**src/rtl/des_core_param.sv**
```systemverilog
// Iterative DES engine (encrypt/decrypt) applying ROUNDS_PER_CYCLE Feistel rounds per clock.
// Data and keys use DES bit numbering: DES bit 1 is the MSB of each vector.
module des_core_param #(
  parameter int ROUNDS_PER_CYCLE = 1
) (
  input  logic        clk,
  input  logic        rst_n,
  input  logic        start,
  input  logic        decrypt,
  input  logic [63:0] desIn,
  input  logic [63:0] keyIn,
  output logic        busy,
  output logic        ready,
  output logic [63:0] desOut
);

  if (ROUNDS_PER_CYCLE != 1 && ROUNDS_PER_CYCLE != 2 && ROUNDS_PER_CYCLE != 4 &&
      ROUNDS_PER_CYCLE != 8 && ROUNDS_PER_CYCLE != 16) begin : g_bad_rpc
    $error("des_core_param: ROUNDS_PER_CYCLE must be 1, 2, 4, 8 or 16");
  end

  typedef enum logic [1:0] {S_IDLE, S_RUN, S_DONE} state_t;

  localparam logic [3:0] RCNT_STEP = 4'(ROUNDS_PER_CYCLE);
  localparam logic [3:0] RCNT_LAST = 4'(16 - ROUNDS_PER_CYCLE);

  localparam int IP_T [64] = '{58,50,42,34,26,18,10,2, 60,52,44,36,28,20,12,4,
                               62,54,46,38,30,22,14,6, 64,56,48,40,32,24,16,8,
                               57,49,41,33,25,17,9,1,  59,51,43,35,27,19,11,3,
                               61,53,45,37,29,21,13,5, 63,55,47,39,31,23,15,7};
  localparam int FP_T [64] = '{40,8,48,16,56,24,64,32, 39,7,47,15,55,23,63,31,
                               38,6,46,14,54,22,62,30, 37,5,45,13,53,21,61,29,
                               36,4,44,12,52,20,60,28, 35,3,43,11,51,19,59,27,
                               34,2,42,10,50,18,58,26, 33,1,41,9,49,17,57,25};
  localparam int E_T [48] = '{32,1,2,3,4,5, 4,5,6,7,8,9, 8,9,10,11,12,13, 12,13,14,15,16,17,
                              16,17,18,19,20,21, 20,21,22,23,24,25, 24,25,26,27,28,29, 28,29,30,31,32,1};
  localparam int P_T [32] = '{16,7,20,21,29,12,28,17, 1,15,23,26,5,18,31,10,
                              2,8,24,14,32,27,3,9, 19,13,30,6,22,11,4,25};
  localparam int PC1_T [56] = '{57,49,41,33,25,17,9, 1,58,50,42,34,26,18,
                                10,2,59,51,43,35,27, 19,11,3,60,52,44,36,
                                63,55,47,39,31,23,15, 7,62,54,46,38,30,22,
                                14,6,61,53,45,37,29, 21,13,5,28,20,12,4};
  localparam int PC2_T [48] = '{14,17,11,24,1,5, 3,28,15,6,21,10, 23,19,12,4,26,8, 16,7,27,20,13,2,
                                41,52,31,37,47,55, 30,40,51,45,33,48, 44,49,39,56,34,53, 46,42,50,36,29,32};
  // Rotation applied to C,D before each round (index = round - 1).
  localparam int LSH_T [16] = '{1,1,2,2,2,2,2,2,1,2,2,2,2,2,2,1};
  localparam int RSH_T [16] = '{0,1,2,2,2,2,2,2,1,2,2,2,2,2,2,1};
  localparam int SBOX_T [8][64] = '{
    '{14,4,13,1,2,15,11,8,3,10,6,12,5,9,0,7, 0,15,7,4,14,2,13,1,10,6,12,11,9,5,3,8,
      4,1,14,8,13,6,2,11,15,12,9,7,3,10,5,0, 15,12,8,2,4,9,1,7,5,11,3,14,10,0,6,13},
    '{15,1,8,14,6,11,3,4,9,7,2,13,12,0,5,10, 3,13,4,7,15,2,8,14,12,0,1,10,6,9,11,5,
      0,14,7,11,10,4,13,1,5,8,12,6,9,3,2,15, 13,8,10,1,3,15,4,2,11,6,7,12,0,5,14,9},
    '{10,0,9,14,6,3,15,5,1,13,12,7,11,4,2,8, 13,7,0,9,3,4,6,10,2,8,5,14,12,11,15,1,
      13,6,4,9,8,15,3,0,11,1,2,12,5,10,14,7, 1,10,13,0,6,9,8,7,4,15,14,3,11,5,2,12},
    '{7,13,14,3,0,6,9,10,1,2,8,5,11,12,4,15, 13,8,11,5,6,15,0,3,4,7,2,12,1,10,14,9,
      10,6,9,0,12,11,7,13,15,1,3,14,5,2,8,4, 3,15,0,6,10,1,13,8,9,4,5,11,12,7,2,14},
    '{2,12,4,1,7,10,11,6,8,5,3,15,13,0,14,9, 14,11,2,12,4,7,13,1,5,0,15,10,3,9,8,6,
      4,2,1,11,10,13,7,8,15,9,12,5,6,3,0,14, 11,8,12,7,1,14,2,13,6,15,0,9,10,4,5,3},
    '{12,1,10,15,9,2,6,8,0,13,3,4,14,7,5,11, 10,15,4,2,7,12,9,5,6,1,13,14,0,11,3,8,
      9,14,15,5,2,8,12,3,7,0,4,10,1,13,11,6, 4,3,2,12,9,5,15,10,11,14,1,7,6,0,8,13},
    '{4,11,2,14,15,0,8,13,3,12,9,7,5,10,6,1, 13,0,11,7,4,9,1,10,14,3,5,12,2,15,8,6,
      1,4,11,13,12,3,7,14,10,15,6,8,0,5,9,2, 6,11,13,8,1,4,10,7,9,5,0,15,14,2,3,12},
    '{13,2,8,4,6,15,11,1,10,9,3,14,5,0,12,7, 1,15,13,8,10,3,7,4,12,5,6,11,0,14,9,2,
      7,11,4,1,9,12,14,2,0,6,10,13,15,3,5,8, 2,1,14,7,4,10,8,13,15,12,9,0,3,5,6,11}};

  function automatic logic [63:0] perm_ip(input logic [63:0] x);
    logic [63:0] y;
    for (int i = 0; i < 64; i++) y[6'(63 - i)] = x[6'(64 - IP_T[6'(i)])];
    return y;
  endfunction

  function automatic logic [63:0] perm_fp(input logic [63:0] x);
    logic [63:0] y;
    for (int i = 0; i < 64; i++) y[6'(63 - i)] = x[6'(64 - FP_T[6'(i)])];
    return y;
  endfunction

  function automatic logic [47:0] expand_e(input logic [31:0] x);
    logic [47:0] y;
    for (int i = 0; i < 48; i++) y[6'(47 - i)] = x[5'(32 - E_T[6'(i)])];
    return y;
  endfunction

  function automatic logic [31:0] perm_p(input logic [31:0] x);
    logic [31:0] y;
    for (int i = 0; i < 32; i++) y[5'(31 - i)] = x[5'(32 - P_T[5'(i)])];
    return y;
  endfunction

  function automatic logic [55:0] perm_pc1(input logic [63:0] x);
    logic [55:0] y;
    for (int i = 0; i < 56; i++) y[6'(55 - i)] = x[6'(64 - PC1_T[6'(i)])];
    return y;
  endfunction

  function automatic logic [47:0] perm_pc2(input logic [55:0] x);
    logic [47:0] y;
    for (int i = 0; i < 48; i++) y[6'(47 - i)] = x[6'(56 - PC2_T[6'(i)])];
    return y;
  endfunction

  function automatic logic [31:0] f_fn(input logic [31:0] r, input logic [47:0] k);
    logic [47:0] x;
    logic [5:0]  b;
    logic [31:0] s;
    x = expand_e(r) ^ k;
    s = '0;
    for (int i = 0; i < 8; i++) begin
      // Row is the outer bit pair, column the inner four bits.
      b = 6'(x >> (42 - 6 * i));
      s = {s[27:0], 4'(SBOX_T[3'(i)][{b[5], b[0], b[4:1]}])};
    end
    return perm_p(s);
  endfunction

  function automatic logic [27:0] rot28(input logic [27:0] x, input int amt, input logic right);
    if (right) return (x >> amt) | (x << (28 - amt));
    return (x << amt) | (x >> (28 - amt));
  endfunction

  // One clock's worth of chained rounds; returns {L, R, C, D}.
  function automatic logic [119:0] rounds_fn(input logic [31:0] l_in, input logic [31:0] r_in,
                                             input logic [27:0] c_in, input logic [27:0] d_in,
                                             input logic dec, input logic [3:0] rc);
    logic [31:0] l, r, t;
    logic [27:0] c, d;
    int          idx, amt;
    l = l_in; r = r_in; c = c_in; d = d_in;
    for (int j = 0; j < ROUNDS_PER_CYCLE; j++) begin
      idx = int'(rc) + j;
      amt = dec ? RSH_T[4'(idx)] : LSH_T[4'(idx)];
      c = rot28(c, amt, dec);
      d = rot28(d, amt, dec);
      t = l ^ f_fn(r, perm_pc2({c, d}));
      l = r;
      r = t;
    end
    return {l, r, c, d};
  endfunction

  state_t      state_q, state_d;
  logic [3:0]  rcnt_q, rcnt_d;
  logic [31:0] l_q, l_d, r_q, r_d, l_n, r_n;
  logic [27:0] c_q, c_d, d_q, d_d, c_n, d_n;
  logic        mode_q, mode_d;
  logic [63:0] dout_q, dout_d;

  assign {l_n, r_n, c_n, d_n} = rounds_fn(l_q, r_q, c_q, d_q, mode_q, rcnt_q);

  always_comb begin
    state_d = state_q;
    rcnt_d  = rcnt_q;
    l_d     = l_q;
    r_d     = r_q;
    c_d     = c_q;
    d_d     = d_q;
    mode_d  = mode_q;
    dout_d  = dout_q;
    case (state_q)
      S_IDLE, S_DONE: begin
        if (start) begin
          {l_d, r_d} = perm_ip(desIn);
          {c_d, d_d} = perm_pc1(keyIn);
          mode_d     = decrypt;
          rcnt_d     = '0;
          state_d    = S_RUN;
        end
      end
      S_RUN: begin
        l_d    = l_n;
        r_d    = r_n;
        c_d    = c_n;
        d_d    = d_n;
        rcnt_d = rcnt_q + RCNT_STEP;
        if (rcnt_q == RCNT_LAST) begin
          dout_d  = perm_fp({r_n, l_n});
          state_d = S_DONE;
        end
      end
      default: state_d = S_IDLE;
    endcase
  end

  always_ff @(posedge clk or negedge rst_n) begin
    if (!rst_n) begin
      state_q <= S_IDLE;
      rcnt_q  <= '0;
      l_q     <= '0;
      r_q     <= '0;
      c_q     <= '0;
      d_q     <= '0;
      mode_q  <= 1'b0;
      dout_q  <= '0;
    end else begin
      state_q <= state_d;
      rcnt_q  <= rcnt_d;
      l_q     <= l_d;
      r_q     <= r_d;
      c_q     <= c_d;
      d_q     <= d_d;
      mode_q  <= mode_d;
      dout_q  <= dout_d;
    end
  end

  assign busy   = (state_q == S_RUN);
  assign ready  = (state_q == S_DONE);
  assign desOut = dout_q;

endmodule

```
**config.mk**
```make
export PLATFORM = sky130hd
export DESIGN_NAME = des_core_param
export DESIGN_NICKNAME = d
export VERILOG_FILES = /design/src/rtl/des_core_param.sv
export SDC_FILE = /design/constraint.sdc
export NUM_CORES = 1
export LEC_CHECK = 0
export CAP_MARGIN = 20
export CORE_ASPECT_RATIO = 0.5
export CORE_MARGIN = 2
export CORE_UTILIZATION = 16
export DETAILED_ROUTE_END_ITERATION = 7
export PLACE_DENSITY = 0.76
export RECOVER_POWER = 100
export SETUP_SLACK_MARGIN = 0.4
export SLEW_MARGIN = 40
export SYNTH_ARGS = -nofsm -noshare
export SYNTH_HDL_FRONTEND = slang
export SYNTH_SLANG_ARGS = --single-unit
```
**constraint.sdc**
```tcl
create_clock -name clk -period 1.54 [get_ports clk]
set_input_delay 0.231 -clock clk [delete_from_list [all_inputs] [get_ports clk]]
set_output_delay 0.231 -clock clk [all_outputs]
set_load 0.05 [all_outputs]
```
# == Word-level counts from Yosys, hierarchy flattened ==
# Cells that the tools add are included.
# totals
register_bits,6
latch_bits,0
ramBits,0
mem_bits_ro,0
input_bits,132
out_inout_bits,66
mem_count,0
# op_classes
addsub,1
n_mul,0
n_div,0
n_lt_le_gt_ge,0
n_eq_ne,5
shift,0
n_mux,5
bitwise_logic,0
reduce_logical,5
# op_table
cell,n
4-bit one-hot mux with 2 select lines,1
"4-bit by 1-bit adder with 4-bit output, second input constant",1
"4-bit == test, second input constant",1
2-bit two-way mux,2
4-bit two-way mux,1
2-bit one-hot mux with 2 select lines,1
2-bit AND reduction,2
"2-bit by 1-bit == test with 1-bit output, second input constant",1
"2-bit == test, second input constant",1
2-bit logical NOT,1
"2-bit by 1-bit inequality test with 1-bit output, second input constant",1
"2-bit inequality test, second input constant",1
2-bit nonzero test,1
2-bit OR reduction,1

# == Depth between registers and ports, before layout ==
# Gate-level depths: netlist of the first run.
# logic_depth
word_depth,4
mapped_depth,4
depth_no_buf,4

# == Worst setup path after synthesis of the first run ==
# Ideal clock, no wire load.
# synth_timing
kind,reg2reg
startpoint,reg state_q[1]
endpoint,reg state_q[1]
setup_time_ps,67
arrival_time_ps,1426
required_ps,1473
path_slack_ps,47
stages_incl_launch_ff,3
path_buffers,0
synth_period_minus_slack_ps,1493
cell_sequence,dfrtp_1 -> nor2b_1 -> a22o_1
# synth_via
elab_chain_cells,4
word_cells_on_any_way,8
# synth_rtl
element,line_no,text
"start, declared",141,"state_t state_q, state_d;"
"start signal, assigned",195,state_q <= state_d;
2-bit == test (*),n/a,
named net ready,13,"output logic ready,"
2-bit OR reduction (*),n/a,
2-bit inequality test (no source line),n/a,
2-bit AND reduction (no source line),n/a,
# Mark *: on every way through the listed nets, which the timed path passes. The rest lies on a longest branch.
# A chain may end at the register's enable or synchronous reset.

# == Final worst setup path of the first run ==
# layout_timing
startpoint,reg state_q[1]
endpoint,out busy
# layout_via
elab_chain_cells,1
# layout_rtl
element,line_no,text
2-bit by 1-bit == test with 1-bit output,206,assign busy = (state_q == S_RUN);
"end, declared",12,"output logic busy,"
# Every way passes these cells.

==> impl_metrics.tcl, run 1 <==
set metrics [dict create \
    die-area_um2 5630 \
    final_cell_mix "conb_1, dfrtp_1, buf_4" \
    fin_area_um2 763 \
    r2r_end "rcnt_q[1]" \
    criticalPathCategory "reg2out" \
    antenna_found_initial 0 \
    grt_max_degree 8 \
    fin_ws_ns 0.159 \
    cts_hold_buf 0 \
    clk_path_buf_depth 2 \
    drtIter0Drc 14 \
    worst_ep_required_time_ns 1.31 \
    path_cells "and2b_4, clkbuf_2" \
    cts-buffers-inserted 3 \
    holdCritPathClass "in2async" \
    synth-seq-cells 6 \
    grt.total_usage_pct 2.89 \
    r2r_start "rcnt_q[1]" \
    drc 0 \
    stdcell_count 175 \
    dp_hpwl_um 702 \
    cts_sinks 6 \
    ctsRootBufferMaster "clkbuf_8" \
    clk_pin_slew_ns 0.04 \
    firstDrtPassIters 4 \
    power_density_nw_per_um2 1640 \
    vias 392 \
    syn_inst 95 \
    placed_area_um2 712 \
    timing.hold.ws_ns 0.318 \
    syn2layout_area_growth_pct -4.84 \
    row_count 18 \
    reg2regPathDepth 3 \
    placedCellCount 167 \
    p_leak_nw 0.412 \
    wl_per_cell_um 5.00 \
    arrival_ns 1.15 \
    nNetsFinal 240 \
    ff2ff_setup_slack_ns 0.29 \
    status "completed" \
    maxCapViolations 0 \
    vdd_ir_drop_max_uv 250 \
    final_antenna_net_count 0 \
    die_y_um 54.1 \
    place.gp.congestion 0.633 \
    utilization_pct 15.6 \
    ys_seq_area_share_pct 18.7 \
    fin_skew_ns 0.00372 \
    num_io_pins 198 \
    setup_viol 0 \
    hold_violations 0 \
    wl_um 875 \
    cpLargestDelayFamily "flip-flops" \
    port_buffers 4 \
    slew_viol_final 0 \
    grt_pass1_wl_um 1120 \
    end_kind "output port" \
    critPathBufInv 1 \
    fin_setup_tns_ns 0 \
    drive_above_1_share_pct 11.4 \
    cts_tree "yes" \
    synth.cell_area_um2 802 \
    ys_types 20 \
    rsz0062_at_grt "true" \
    max_freq_mhz 724 \
    startpoint_type "flip-flop" \
    core_um2 4890 \
    fill_cells 563 \
    synth_area_per_cell_um2 8.44 \
    max_stage_delay_ns 0.41 \
    layout_min_cycle_time_ns 1.38 \
    initial_core_util_pct 16.4 \
    grt_pass1_vias 264 \
    grt.overflow.total 0 \
    crit_path_top_delay_cell "dfrtp_2" \
    fp.dieW_um 104 \
    worstSkewPairLatency_ns 0.22 \
    avgViaCountPerCell 2.24 \
    num_antenna_cells 0 \
    htree_levels 1 \
    total_power_mw 1.25 \
    worstPathMaxFanout 4 \
    final_common_cell "conb_1" \
    timing.final.crit_share_pct 89.7 \
    pre_cts_ws_ns 0.258 \
    yosys_warnings 0 \
]
-- sequential cells by signal (all words and copies together) (netlist names) --
name and flops:
rcnt_q 4, state_q 2
-- cell families (layout without fill, tap and decap cells) --
family | count (synthesis) | in the layout | share of synthesized area [%]
AND/OR/NAND/NOR | 11 | 11 | 8.11
XOR/XNOR | 3 | 3 | 3.28
multiplexers | 1 | 1 | 1.40
adder cells (fa/ha/maj) | 1 | 1 | 1.56
flip-flops | 6 | 6 | 18.7
buffers and inverters | 66 | 13 | 61.0
other | 1 | 64 | 0.468
AO/OA/AOI/OAI | 6 | 6 | 5.46
-- report_power, final --
group	switching, mW	total, mW	internal (mW)	leakage (nW)
registers	0.0497	0.276	0.226	0.0711
clock network	0.0668	0.235	0.168	0.0216
logic	0.521	0.743	0.222	0.319
-- layout make-up --
cell class | instances | area (um2) | share of cell area (%)
well taps | 70 | 87.6 | 11.5
clock buffers | 3 | 41.3 | 5.41
inverters | 1 | 3.75 | 0.492
repair buffers | 9 | 78.8 | 10.3
multi-input cells | 86 | 399 | 52.3
flip-flops and latches | 6 | 153 | 20.0
-- Yosys cell counts, drive strengths merged --
master   n  area, um2
buf     65        485
dfrtp    6        150
a22o     3       26.3
xnor2    3       26.3
nand2    2       7.51
nand2b   2       12.5
nor2     2       7.51
o21ai    2       10.0
a21o     1       7.51
and2b    1       10.0
conb     1       3.75
ha       1       12.5
inv      1       3.75
mux2     1       11.3
nand3    1       5.00
nand4b   1       8.76
nor2b    1       6.26
nor3b    1       7.51
-- metal layers --
metal,GRT usage (%),up-vias,part of all wire (%)
li1,-,191,-
met1,2.76,174,34
met2,4.17,23,53
met3,1.82,4,9.3
met4,3.38,0,3.5
met5,0,-,0
-- what timing repair did --
action,CTS,global route
pin swaps,0,1
buffers inserted,5,0
resized for setup,2,0
gates cloned,0,0
endpoints found under the setup margin,3,5
-- how the worst max path moves through the flow --
| stage | startpoint | endpoint | slack, ns | cells past startpoint |
|---|---|---|---|---|
| 2_1_floorplan | rcnt_q[1] | rcnt_q[1] | 0.30 | 3 |
| 3_3_place_gp | rcnt_q[1] | rcnt_q[1] | 0.27 | 3 |
| 3_5_place_dp | rcnt_q[1] | rcnt_q[1] | 0.26 | 3 |
| 4_1_cts | state_q[1] | busy | 0.27 | 2 |
| 5_1_grt | state_q[1] | busy | 0.12 | 2 |
| 6_report | state_q[1] | busy | 0.16 | 2 |
No activity file was read; power rests on OpenSTA's default activity.
==> inputs of run 2 (changes only) <==
Settings changed: REMOVE_ABC_BUFFERS from default to 1.
==> run 2 against run 1 <==
Final cell count grew 0.57%. Sequential share of layout area decreased by 0.51 points. Global-route usage increased by 0.13 points. Worst setup slack gained 0.079 ns. Count of clock-buffer cells in the layout is the same. Total power is 5.4% higher. Via count rose by 5.9%.
==> impl_metrics.tcl, run 2 (synthesized netlist as in run 1, its figures left out) <==
set metrics [dict create \
    status "completed" \
    fin_area_um2 783 \
    ctsRootBufferMaster "clkbuf_8" \
    fin_ws_ns 0.238 \
    criticalPathCategory "reg2out" \
    antenna_found_initial 0 \
    syn2layout_area_growth_pct -2.34 \
    top_register "rcnt_q" \
    drc 0 \
    htree_levels 1 \
    worstPathMaxFanout 5 \
    place.gp.congestion 0.702 \
    nNetsFinal 241 \
    placedCellCount 167 \
    layout_min_cycle_time_ns 1.30 \
    clk_path_buf_depth 2 \
    holdCritPathClass "in2async" \
    grt_pass1_wl_um 1200 \
    grt-busiest-layer "met2" \
    drive_above_1_share_pct 11.3 \
    vias 415 \
    maxCapViolations 0 \
    power_density_nw_per_um2 1690 \
    slew_viol_final 0 \
    p_leak_nw 0.420 \
    worstSkewPairLatency_ns 0.23 \
    met1_usage_pct 2.61 \
    die-area_um2 5630 \
    arrival_ns 1.07 \
    timing.hold.ws_ns 0.329 \
    cts_hold_buf 0 \
    startpoint_type "flip-flop" \
    largestRegisters "rcnt_q: 4 flops, state_q: 2 flops" \
    grt.overflow.total 0 \
    die_y_um 54.1 \
    timing.final.crit_share_pct 84.5 \
    row_count 18 \
    firstDrtPassIters 4 \
    num_io_pins 198 \
    fill_cells 557 \
    fin_setup_tns_ns 0 \
    wl_um 1030 \
    stdcell_count 176 \
    num_antenna_cells 0 \
    utilization_pct 16.0 \
    largest_reg_flops 4 \
    rsz0062_at_grt "true" \
    dp_hpwl_um 771 \
    gr-usage-met3_pct 0.726 \
    core_um2 4890 \
    total_power_mw 1.32 \
    grt.total_usage_pct 3.02 \
    fin_skew_ns 0.00274 \
    fp.dieW_um 104 \
    use_met2_pct 5.59 \
    hold_violations 0 \
    wl_per_cell_um 5.82 \
    avgViaCountPerCell 2.36 \
    cts-buffers-inserted 3 \
    vdd_ir_drop_max_uv 238 \
    final_common_cell "conb_1" \
    worst_ep_required_time_ns 1.31 \
    placed_area_um2 701 \
    setup_viol 0 \
    drtIter0Drc 23 \
    max_freq_mhz 768 \
    final_antenna_net_count 0 \
    pre_cts_ws_ns 0.214 \
    grt_max_degree 7 \
    initial_core_util_pct 16.4 \
    clk_pin_slew_ns 0.04 \
    cts_tree "yes" \
    grt_pass1_vias 267 \
    final_cell_mix "conb_1, buf_4, dfrtp_1" \
    cts_sinks 6 \
    port_buffers 4 \
    end_kind "output port" \
]
==> run 2: cell count changes in the layout (fill, tap and decap cells not counted), sizes merged <==
cell    before  now
buf          5    7
clkbuf       5    4
==> run 2: metal layers <==
layer | up-vias | wire (um)
met4 | 0 | 19
met2 | 21 | 597
met1 | 201 | 342
met5 | - | 0
met3 | 2 | 65
li1 | 191 | -
==> run 2: worst paths after layout <==
kind                            startpoint    endpoint  slack [ns]  cells after the start
worst max-delay path            state_q[0]       ready        0.24                      2
worst min-delay path                 rst_n   rcnt_q[1]        0.33                      1
worst max register to register   rcnt_q[1]   rcnt_q[1]        0.28                      3
worst min register to register  state_q[0]   rcnt_q[0]        0.56                      2
max in group asynchronous            rst_n  state_q[1]        0.96                      1
min in group clk                state_q[0]   rcnt_q[0]        0.56                      2
==> run 2: report_power, final <==
group	internal, mW	leakage (nW)	switching [mW]
Sequential	0.226	0.0711	0.0548
Combinational	0.261	0.328	0.539
Clock	0.168	0.0216	0.0726
==> run 2: worst max-delay path, cell delays in order (launching register included) <==
cell and delay [ns]:
dfrtp_2 0.42, nor2b_1 0.25, buf_12 0.18
==> run 2: cell type report <==
type / count / area (um2) / area share [%]
tap: 70 / 87.6 / 11.2
timing repair buffer: 10 / 101 / 12.9
sequential: 6 / 153 / 19.5
clock buffer: 3 / 41.3 / 5.27
multi-input combinational: 86 / 397 / 50.6
inverter: 1 / 3.75 / 0.479
==> run 2: timing repair <==
action                                  4_1_cts  5_1_grt
endpoints found under the setup margin        3        5
buffers inserted                              5        1
pin swaps                                     2        1
gates resized for setup                       4        0
==> inputs of run 3 (changes only) <==
Settings changed: CORE_UTILIZATION 16 to 15, PLACE_DENSITY 0.76 to 0.75.
Clock period 1.54 ns to 1.1 ns, I/O delays scaled along.
==> run 3 against run 2 <==
The run now ends with negative setup slack left. Register-to-register slack worse by 0.41 ns. Flip-flop and latch count unchanged. Final area up 12%. Critical path depth rose by 1. Die area grew 6.3%. Count of clock-buffer cells in the layout stayed put. Worst hold slack got worse by 0.069 ns. Core utilization grew 1.4 points. Sequential share of layout area fell by 2.2 points. Combinational power is 66% higher. Largest cell class unchanged. Highest routed layer unchanged.
==> impl_metrics.tcl, run 3 (synthesized netlist as in run 1, its figures left out) <==
set metrics [dict create \
    core_um2 5040 \
    rsz0062_at_grt "true" \
    crit_path_top_delay_cell "dfrtp_1" \
    cts_tree "yes" \
    grt_pass1_vias 339 \
    num_antenna_cells 0 \
    max_stage_delay_ns 0.40 \
    clk_path_buf_depth 2 \
    startpoint "rcnt_q[1]" \
    dp_hpwl_um 813 \
    layout_min_cycle_time_ns 1.23 \
    met1_length_um 399 \
    vdd_ir_drop_max_uv 388 \
    holdCritPathClass "in2async" \
    port_buffers 4 \
    swShare_pct 49.3 \
    utilization_pct 17.4 \
    startpoint_type "flip-flop" \
    final_cell_mix "conb_1, buf_4, dfrtp_1" \
    htree_levels 1 \
    num_io_pins 198 \
    total_power_mw 2.09 \
    wl_um 1220 \
    worstSkewPairLatency_ns 0.22 \
    largest_reg_flops 4 \
    intPower_mw 1.06 \
    wl_per_cell_um 6.85 \
    timing.final.crit_share_pct 112 \
    max_freq_mhz 813 \
    syn2layout_area_growth_pct 9.36 \
    criticalPathCategory "reg2reg" \
    worst_ep_required_time_ns 1.21 \
    fin_skew_ns 0.00102 \
    arrival_ns 1.34 \
    die-area_um2 5980 \
    avgViaCountPerCell 2.44 \
    row_count 18 \
    cts_sinks 6 \
    antenna_found_initial 0 \
    place.gp.congestion 0.653 \
    pre_cts_ws_ns -0.190 \
    fin_area_um2 877 \
    clkPwrFrac_pct 16.4 \
    vias 434 \
    initial_core_util_pct 15.9 \
    p_seq_share_pct 19.8 \
    grt_pass1_wl_um 1640 \
    power_density_nw_per_um2 2380 \
    violations "negative setup slack" \
    grt_max_degree 8 \
    firstDrtPassIters 4 \
    wl_met3_um 85 \
    p_switching_mw 1.03 \
    grt.total_usage_pct 3.56 \
    final_common_cell "conb_1" \
    nNetsFinal 243 \
    final_antenna_net_count 0 \
    fp.dieW_um 107 \
    top_layer "met4" \
    worstPathMaxFanout 2 \
    critPathBufInv 0 \
    slew_viol_final 0 \
    dr_wl_met2_um 707 \
    end_kind "flip-flop" \
    clk_pin_slew_ns 0.04 \
    die_y_um 55.7 \
    comb_power_share_pct 63.8 \
    hold_violations 0 \
    ctsRootBufferMaster "clkbuf_8" \
    grt.overflow.total 0 \
    fill_cells 568 \
    top_register "rcnt_q" \
    drive_above_1_share_pct 23.1 \
    cts-buffers-inserted 3 \
    r2r_start "rcnt_q[1]" \
    maxCapViolations 0 \
    status "finished with violations" \
    placedCellCount 170 \
    setup_viol 4 \
    path_cells "ha_4, mux2_4, a22o_1" \
    placed_area_um2 723 \
    p_leak_nw 0.450 \
    drtIter0Drc 23 \
    drc 0 \
    fin_ws_ns -0.130 \
    cpLargestDelayFamily "flip-flops" \
    largestRegisters "rcnt_q: 4 flops, state_q: 2 flops" \
    stdcell_count 178 \
]
==> run 3: what timing repair did <==
item	in CTS	in global routing
buffers inserted	4	1
resized for setup	10	8
setup endpoints to repair	8	8
hold buffers	0	0
pin swaps	6	5
==> run 3: area by class of cell <==
class / instances / area (um2) / area share [%]
multi-input combinational: 86 / 462 / 52.6
sequential: 6 / 151 / 17.3
timing repair buffer: 12 / 131 / 15.0
tap: 70 / 87.6 / 9.99
clock buffer: 3 / 41.3 / 4.71
inverter: 1 / 3.75 / 0.428
==> run 3: stage by stage <==
stage / setup TNS (ns) / hold slack [ns]
2_1_floorplan: -0.869 / -0.131
3_3_place_gp: -0.215 / 0.429
3_5_place_dp: -0.233 / 0.436
4_1_cts: -0.333 / 0.198
5_1_grt: -0.560 / 0.274
6_report: -0.386 / 0.260
==> run 3: final timing paths <==
check	endpoint	cells after the start	slack, ns
worst max-delay path	rcnt_q[1]	3	-0.13
worst min-delay path	rcnt_q[0]	1	0.26
worst max register to register	rcnt_q[1]	3	-0.13
worst min register to register	rcnt_q[3]	1	0.59
max in group asynchronous	state_q[1]	1	0.59
min in group clk	rcnt_q[3]	1	0.59
==> run 3: layer usage <==
metal	GRT usage [%]	up-vias
met5	0	-
met4	2.75	0
met1	3.29	209
li1	-	195
met2	6.60	26
met3	1.05	4
==> run 3: power by group through the flow <==
stage	clock (mW)	combinational [mW]	sequential, mW
after floorplan	0	0.831	0.404
after global placement	0	1.06	0.384
after detailed placement	0	1.08	0.391
after CTS	0.350	1.23	0.406
after global routing	0.367	1.42	0.430
final	0.344	1.33	0.414
==> run 3: worst reg2reg max path: cells and delay by family, from the launching register on <==
kind | cells | cell delay (ns)
DFF | 1 | 0.40
AOI/OAI and AO/OA | 1 | 0.21
muxes | 1 | 0.26
adders and majority gates | 1 | 0.24
==> RTL edit (settings of run 2) <==
Add an input register stage for `keyIn`, without a reset; this delays it by one clock. The other inputs are not delayed to match.
--- a/src/rtl/des_core_param.sv
+++ b/src/rtl/des_core_param.sv
@@ -13,6 +13,12 @@
   output logic        ready,
   output logic [63:0] desOut
 );
+
+  logic [63:0] keyIn_q;
+
+  always_ff @(posedge clk) begin
+    keyIn_q <= keyIn;
+  end
 
   if (ROUNDS_PER_CYCLE != 1 && ROUNDS_PER_CYCLE != 2 && ROUNDS_PER_CYCLE != 4 &&
       ROUNDS_PER_CYCLE != 8 && ROUNDS_PER_CYCLE != 16) begin : g_bad_rpc
@@ -160,7 +166,7 @@
       S_IDLE, S_DONE: begin
         if (start) begin
           {l_d, r_d} = perm_ip(desIn);
-          {c_d, d_d} = perm_pc1(keyIn);
+          {c_d, d_d} = perm_pc1(keyIn_q);
           mode_d     = decrypt;
           rcnt_d     = '0;
           state_d    = S_RUN;
Function: not settled (the Yosys comparison gave no result); the edit may change what the design does.
==> RTL edit against run 2 <==
  * Count of clock-buffer cells in the layout unchanged
  * Highest routed layer unchanged
  * Synthesized area increased by 1.2%
  * Global-route usage decreased by 0.33 points
  * Setup slack got worse by 37 ps
  * Sequential cell count unchanged
  * Largest power group unchanged
  * Routed wire length increased by 5.7%
  * Critical path type unchanged
  * Power increased by 1.3%
  * Design area increased by 3.5%
==> RTL edit: results (changes against run 2) <==
[outcome]
status=complete, no violations

[detailed_routing]
drt_wl_total_mm=1.08  ; +5.7%
drt_iter0_markers=7  ; -70%
drt-met1-wl_um=332  ; -2.9%
met3WireLength_um=100  ; +54%
top_layer=met4
route.met2.wl_um=603  ; +1.0%
viasPerCell=2.46  ; +4.5%

[cts]
worst_setup_hold_path_clk_slew_ps=40  ; about the same
h-tree-depth=1  ; unchanged
ctsLongestPathBuffers=2  ; unchanged
insertion_delay_ps=220

[grt]
grt_pass1_vias=274  ; +2.6%
antenna_found_initial=0  ; unchanged
grt_util_met3_pct=1.07  ; +0.35 points
use_met2_pct=4.87  ; -0.72 points
grt_max_degree=7  ; unchanged
grt_usage_pct=2.69  ; -0.33 points
use_met1_pct=2.04  ; -0.58 points

[synthesis]
synthesis.area_per_instance_um2=8.55  ; +1.2%
synth_top_cells_by_area=buf_4, dfrtp_1, xnor2_1
yosysMostFrequentCell=buf_4
ys_types=21  ; +5.0%
netlist_top_cells_count=buf_4, dfrtp_1, xnor2_1
synth_ff_type=dfrtp_1
seq_area_frac_synth_pct=18.5  ; -0.23 points

[layout]
clk_share_pct=5.09  ; -0.18 points
multi_input_gates=85  ; -1.2%
largest_registers=rcnt_q (4), state_q (2)
clkbuf_count=3  ; unchanged
fin_cells=179  ; +1.7%
fill_cells=576  ; +3.4%
seq_cells=6  ; unchanged
inverters=2  ; +1
final_core_utilization_pct=16.5  ; +0.49 points
layout-drive-gt1-share_pct=13.8  ; +2.4 points
multiInputGateArea_um2=397  ; unchanged
fin_nets=244  ; +1.2%
seqCellArea_um2=151  ; -0.82%
n_all_buffers=13  ; +3
buf_share_pct=15.3  ; +2.3 points

[sta]
clock_skew_ps=0.642  ; -2.10 ps

[worst_setup_path]
cp_max_fo=4  ; -1
r2r_start=rcnt_q[0]
critPathLaunch=state_q[0]
cp_data_arrival_time_ps=1110  ; +40 ps

[power_and_ir_drop]
leakagePower_nw=0.445  ; +5.9%
ir_drop_v=0.000317  ; +33%
p_switching_uw=673  ; +1.1%
swShare_pct=50.3  ; -0.094 points
clk-power_uw=237  ; -2%

[place]
hpwl_um=703  ; -8.8%
place_area_um2=711  ; +1.4%
place.gp.congestion=0.715  ; +1.9%
dp_slack_ps=223  ; +8.86 ps
portBuffers=4  ; unchanged

[die]
core_um2=4910  ; +0.46%

[RTL edit: timing repair]
item,4_1_cts,5_1_grt
setup buffers,7,2
setup endpoints to repair,3,5
resized for setup,4,2
pin swaps,2,3
[RTL edit: cell families after synthesis]
kind of cell | Yosys count | share of synthesized area [%]
AO/OA/AOI/OAI | 6 | 5.39
XOR/XNOR | 3 | 3.24
adder cells (fa/ha/maj) | 1 | 1.54
buffers and inverters | 67 | 60.7
flip-flops | 6 | 18.5
multiplexers | 1 | 1.85
other | 1 | 0.462
AND/OR/NAND/NOR | 10 | 8.32
[RTL edit: final timing paths]
kind	endpoint	slack (ps)	cells after the start
max	ready	200	2
min	state_q[1]	320	1
max reg2reg	rcnt_q[1]	280	3
min reg2reg	rcnt_q[1]	610	2
max in group asynchronous	state_q[0]	990	1
min in group clk	rcnt_q[1]	610	2
[RTL edit: critical path: cells and delay by family (launching register included)]
family | cells | cell delay [ps]
DFF | 1 | 420
and+or+nand+nor | 1 | 280
buffers and inverters | 1 | 180
